--- config.mk ---
export PLATFORM = sky130hd
export DESIGN_NAME = mul_div_unit
export DESIGN_NICKNAME = d
export VERILOG_FILES = /design/src/rtl/mul_div_unit.sv
export SDC_FILE = /design/constraint.sdc
export NUM_CORES = 1
export LEC_CHECK = 0
export CAP_MARGIN = 20
export CORE_UTILIZATION = 45
export DETAILED_ROUTE_END_ITERATION = 7
export PLACE_DENSITY = 0.74
export SYNTH_ARGS = -nofsm -noshare
export SYNTH_HDL_FRONTEND = slang
export SYNTH_SLANG_ARGS = --single-unit
--- constraint.sdc ---
create_clock -name clk -period 11.53 [get_ports clk]
set_clock_uncertainty 0.15 [all_clocks]
set_input_delay 2.8825 -clock clk [delete_from_list [all_inputs] [get_ports clk]]
set_output_delay 2.8825 -clock clk [all_outputs]
set_load 0.1 [all_outputs]
--- src/rtl/mul_div_unit.sv ---
// mul_div_unit: iterative radix-2 multiplier/divider (RV32M/RV64M style ops), fixed XLEN+2 latency
module mul_div_unit #(
  parameter int XLEN = 32
) (
  input  logic            clk,
  input  logic            rst,
  input  logic            start,
  input  logic [2:0]      func3,
  input  logic [XLEN-1:0] a,
  input  logic [XLEN-1:0] b,
  input  logic            flush,
  output logic            busy,
  output logic            done,
  output logic [XLEN-1:0] result
);
  localparam int CW = $clog2(XLEN);
  typedef enum logic [1:0] {IDLE, CALC, FIX, DONE} state_t;
  state_t state;
  logic [CW-1:0] cnt;
  logic [2:0] op;
  logic [XLEN-1:0] a_q, m;
  logic [2*XLEN-1:0] p, p_step, prod;
  logic na_q, nb_q, bz;
  logic sa, sb, na, nb;
  logic [XLEN-1:0] ma, mb, quo, rem_v, res_fix;
  logic [XLEN:0] sum, sh, diff;
  always_comb begin
    sa = func3[2] ? ~func3[0] : func3[1:0] != 2'b11;
    sb = func3[2] ? ~func3[0] : ~func3[1];
    na = sa & a[XLEN-1];
    nb = sb & b[XLEN-1];
    ma = na ? -a : a;
    mb = nb ? -b : b;
    sum = {1'b0, p[2*XLEN-1:XLEN]} + {1'b0, (p[0] ? m : {XLEN{1'b0}})};
    sh = {p[2*XLEN-1:XLEN], p[XLEN-1]};
    diff = sh - {1'b0, m};
    // divide: high half holds the partial remainder, low half shifts in quotient bits
    p_step = op[2] ? (diff[XLEN] ? {sh[XLEN-1:0], p[XLEN-2:0], 1'b0}
                                 : {diff[XLEN-1:0], p[XLEN-2:0], 1'b1})
                   : {sum, p[XLEN-1:1]};
    prod = (na_q ^ nb_q) ? -p : p;
    quo = (na_q ^ nb_q) ? -p[XLEN-1:0] : p[XLEN-1:0];
    rem_v = na_q ? -p[2*XLEN-1:XLEN] : p[2*XLEN-1:XLEN];
    res_fix = !op[2] ? (op[1:0] == 2'b00 ? prod[XLEN-1:0] : prod[2*XLEN-1:XLEN])
            : bz ? (op[1] ? a_q : {XLEN{1'b1}})
            : op[1] ? rem_v : quo;
  end
  always_ff @(posedge clk) begin
    if (rst) begin
      state <= IDLE;
      busy <= 1'b0;
      done <= 1'b0;
      result <= '0;
      cnt <= '0;
    end else if (flush) begin
      state <= IDLE;
      busy <= 1'b0;
      done <= 1'b0;
    end else begin
      case (state)
        IDLE: if (start) begin
          op <= func3;
          a_q <= a;
          na_q <= na;
          nb_q <= nb;
          bz <= b == '0;
          m <= func3[2] ? mb : ma;
          p <= {{XLEN{1'b0}}, (func3[2] ? ma : mb)};
          cnt <= '0;
          busy <= 1'b1;
          state <= CALC;
        end
        CALC: begin
          p <= p_step;
          cnt <= cnt + 1'b1;
          if (cnt == CW'(XLEN-1)) state <= FIX;
        end
        FIX: begin
          result <= res_fix;
          done <= 1'b1;
          state <= DONE;
        end
        DONE: begin
          done <= 1'b0;
          busy <= 1'b0;
          state <= IDLE;
        end
      endcase
    end
  end
endmodule

Yosys cells after proc, flatten, opt, wreduce, memory -nomap -nowiden
Cells that the tools add are included.
Word-level totals
  flip-flop bits (word level): 175
  input port bits: 71
  output and inout port bits: 34
  logic and storage cells: 74
Operators by class
  add/subtract/negate cells: 8
  equal/unequal tests: 7
  multiplexer cells: 27
  bitwise logic cells: 7
  reductions and logical operators: 13
Operator list (number)
  $mux 32: 12
  $mux 64: 4
  $neg 32->32: 4
  $pmux 64 s2: 1
  $neg 64->64: 1
  $add 32x32->33: 1
  $sub 33x32->33: 1
  $logic_not 32->1: 1
  $pmux 5 s2: 1
  $pmux 2 s4: 1
  $reduce_and 4->1: 2
  $ne 2x2->1 const B: 3
  $reduce_and 2->1: 3
  $reduce_bool 2->1: 3
  $add 5x1->5 const B: 1
  $eq 5x5->1 const B: 1
  $mux 5: 1
  $eq 2x2->1 const B: 2
  $logic_not 2->1: 2
  $mux 2: 2
  $not 1->1: 4
  $pmux 1 s2: 2
  $mux 1: 3
  $reduce_and 3->1: 1
  4 further kinds: 5

Longest topological paths before layout
  depth after elaboration: 7
  mapped depth: 15
  gate-level depth less buffers: 13

Least setup slack after synthesis
Ideal clock, no wire load.
  path type: in2reg
  start point: input port rst
  end point: register a_q[0] (enable)
  setup time: 498 ps
  data arrival time: 6411 ps
  required time: 10882 ps
  slack: 4471 ps
  stages on the path: 4
  path buffers: 2
  path through: clkbuf_1 or2_2 clkbuf_1 nor2_1
Between the ends
  longest elaborated chain between the ends: 2
RTL lines
  start: declaration: RTL line 6  | input logic rst,
  $not 1->1 (no line)
  $reduce_and 4->1 (no line)
  end signal: assignment: RTL line 63  | a_q <= a;
  end: declaration: RTL line 21  | logic [XLEN-1:0] a_q, m;
Every way passes these cells.
A chain may end at the register's enable or synchronous reset.

Final worst setup path
  start point: input port a[11]
  end point: register p[25] (data pin)
Between the ends
  longest elaborated chain between the ends: 5
RTL lines
  start: declaration: RTL line 9  | input logic [XLEN-1:0] a,
  $neg 32->32: RTL line 32  | ma = na ? -a : a;
  $mux 32: RTL line 32
  $mux 32: RTL line 68  | p <= {{XLEN{1'b0}}, (func3[2] ? ma : mb)};
  $mux 64: RTL line 61  | IDLE: if (start) begin
  $pmux 64 s2: RTL line 60  | case (state)
  end signal: assignment: RTL line 68
  end signal: assignment: RTL line 74  | p <= p_step;
  end: declaration: RTL line 22  | logic [2*XLEN-1:0] p, p_step, prod;
Every way passes these cells. The select of a mux whose other input is x is not followed.

==> out/results.txt <==
Antenna violations before repair -> 0
Slew headroom -> 31.9%
X dimension of the die -> 188 um
Leading cell types in the layout, fill and taps excluded -> 188 x nor2_1, 183 x a21oi_1, 154 x nand2_1, 144 x o21ai_0, 134 x edfxtp_1
Arrival time worst endpoint -> 6070 ps
Max-cap violations -> 0
Leading cell type in the layout, fill and taps excluded -> nor2_1
Die H -> 188 um
Maximum fanout count along the critical path -> 5
Run status -> completed
Worst VDD drop -> 0.0000893 V
Setup tns final -> 0 ps
Compound-gate portion of the synthesized area -> 22.3%
Buffers from clock root to sink, at most -> 2
Instance area after placement -> 0.0169 mm^2
Post-CTS sizing -> 0
Simple-gate share of the synthesized area -> 17.3%
CTS Hold Buffers Added -> 0
All-layer global routing usage -> 27.8%
Final #Nets -> 2045
Fraction of the yosys area taken by sequential cells -> 31.2%
Type of the worst setup path -> in2reg
First-pass GRT wire length -> 76400 um
Sink Count -> 175
Global routing usage on met2 -> 41.9%
Clock tree root driver cell -> clkbuf_16
Setup slack of the critical path after layout -> 5460 ps
Adder-Cell Fraction of Synth Area -> 6.22%
Power consumption -> 1.81 mW
Number of different library cells in the post-synthesis netlist -> 77
Per-cell via count in the routed design -> 6.19
XOR/XNOR Fraction of Synth Area -> 11.2%
Antenna diodes -> 0
Slew Limit Fails -> 0
Highest attainable clock frequency -> 165 MHz
Total non-filler cell area in the finished layout -> 0.0175 mm^2
TritonCTS clock tree -> done
Routed wire length -> 49700 um
Predominant post-synthesis flop cell -> edfxtp_1
Top Ports -> 105
Clock-pin transition on the worst setup and hold timing paths -> 70 ps
Number of synthesized flops with an enable pin -> 134
RSZ-0062 raised after global routing -> no
Count of warnings emitted by yosys -> 0
Mux share of post-synthesis cell area -> 7.14%
Global-route track usage on met3 -> 4.45%
Combinational family with the most area after synthesis -> compound AO/OA/AOI/OAI gates
Number of input and output port buffers inserted -> 104
Synthesized area divided by synthesized cell count -> 8.31 um^2
Post-layout util -> 52.0%
Clock latency on the worst-skew pair -> 450 ps
Antenna-violating nets left -> 0
Die Outline Area -> 0.0352 mm^2
Setup Slack @ Placement -> 5040 ps
Kind of start point of the critical path -> primary input
Data required time at the worst endpoint -> 11530 ps
CP endpoint kind -> flip-flop
Setup repair bufs after CTS -> 0
Post-synthesis cell area -> 0.0155 mm^2
Number of vias in the routed layout -> 14.6k
Initial standard-cell utilization of the core -> 46.0%
Classification of the worst-slack hold path -> reg2reg
Highest-utilization routing layer at the global route stage -> met2
Static leakage power -> 6.70 nW
Final number of setup-violating endpoints -> 0
Gpl congestion -> 0.967
Share of final-layout standard cells stronger than drive strength 1 -> 5.13%
Vias in the first global route -> 13.5k
Final HPWL DP -> 37900 um
Core region area -> 0.0337 mm^2
Synth Net Count -> 2014
Count of H-tree levels built during CTS -> 4
Pre-Repair DR Iteration Count -> 8
Largest net degree at the start of global routing -> 71
# DRC -> 0
Cell count after synthesis -> 1867
CTS Buf Count -> 17
Post-layout min period -> 6070 ps
Measured slew at the worst slew-check pin -> 1020 ps
Flop and latch count out of synthesis -> 175
Placement row count -> 67
WL/cell -> 21.1 um
Number of fill cells in the layout -> 3122
Power density over the cells -> 103 mW/mm^2
Period Utilization, post-route -> 52.6%
Synthesis-to-layout area growth -> 12.8%
Remaining Overflow, GRT -> 0
Final count of hold timing violations -> 0
Met1 Track Usage GR -> 39.5%
Synth async-reset ratio -> 0%
1st-iter DRT viols -> 1729
layer usage:
| layer | vias to the layer above | wire [um] |
|---|---|---|
| li1 | 6859 | - |
| met1 | 6883 | 21700 |
| met2 | 783 | 21300 |
| met3 | 81 | 4940 |
| met4 | 0 | 1770 |
| met5 | - | 0 |
layout make-up:
type	count	area, um^2	share of cell area, %
Multi-Input combinational cell	1509	10000	57.2
Clock inverter	12	205	1.17
Sequential cell	175	4840	27.7
Tap cell	448	561	3.20
Clock buffer	19	433	2.47
Timing Repair Buffer	122	1170	6.69
Inverter	73	274	1.57
cell usage after synthesis, types with 5 or more instances:
cell	n	area share, %
o211ai_1	20	0.97
a221oi_1	10	0.56
and3_1	5	0.20
a21o_1	32	1.5
nand2b_1	23	0.93
nand4_1	14	0.56
ha_1	74	6.0
o41ai_1	10	0.56
nor3_1	46	1.5
buf_2	8	0.26
o31ai_1	33	1.6
clkbuf_1	92	2.2
or4_1	14	0.68
a31oi_1	17	0.69
o21a_1	5	0.24
and2_1	5	0.20
a211oi_1	16	0.77
nor4_1	8	0.32
xnor2_1	126	7.1
o21ai_0	144	4.6
nor2b_1	9	0.36
mux2_2	6	0.44
nand2_1	154	3.7
o22ai_1	10	0.40
inv_1	72	1.7
xor2_1	73	4.1
o21bai_1	10	0.48
nand3_1	33	1.1
nor2_1	191	4.6
mux2i_1	104	6.7
a22oi_1	16	0.77
a21oi_1	183	5.9
a311oi_1	6	0.34
dfxtp_1	41	5.3
nand3b_1	5	0.24
or3_1	20	0.81
or2_2	16	0.65
edfxtp_1	134	26
buf_1	8	0.19
worst paths after layout:
path	from	endpoint	slack, ps	cells after the start
hold reg to reg	cnt[4]$_SDFFE_PP0P_	cnt[4]$_SDFFE_PP0P_	320	2
hold / removal	cnt[4]$_SDFFE_PP0P_	cnt[4]$_SDFFE_PP0P_	320	2
setup / recovery	a[11]	p[25]$_DFFE_PP_	5460	11
setup reg to reg	p[31]$_DFFE_PP_	p[46]$_SDFFCE_PN0P_	6350	14
state kept, by name, indices dropped and copies added, names as in the netlist, 2 cells and up:
name    flops
p          64
a_q        32
m          32
result     32
cnt         5
op          3
state       2
report_power, final:
part           switching [mW]  total (mW)  leakage [nW]  internal, mW
combinational           0.249       0.416          4.83         0.167
clock                   0.268       0.655         0.312         0.387
sequential             0.0283       0.737          1.56         0.708
critical path, cell delays in order:
cell,delay (ps)
clkdlybuf4s50_1,480
or4_1,620
nor4_1,480
nor4b_1,400
nand2_1,170
nor3_2,340
a21oi_1,130
xnor2_1,220
nand2_1,80
o211ai_1,130
o21ai_0,140
per-stage QoR:
step	std cells	hold WS (ps)
global placement	2327	298
finish	2358	317
floorplan	1867	286
detailed placement	2327	309
global route	2358	341
CTS	2358	317
cell families (layout without fill, tap and decap cells):
logic type	count (synthesis)	count (layout)
AOI/OAI and AO/OA	560	560
DFF	175	175
buffers and inverters	183	226
and+or+nand+nor	564	564
muxes	110	110
xor gates and xnor gates	199	199
adders and majority gates	76	76
No activity file was read; power rests on OpenSTA's default activity.
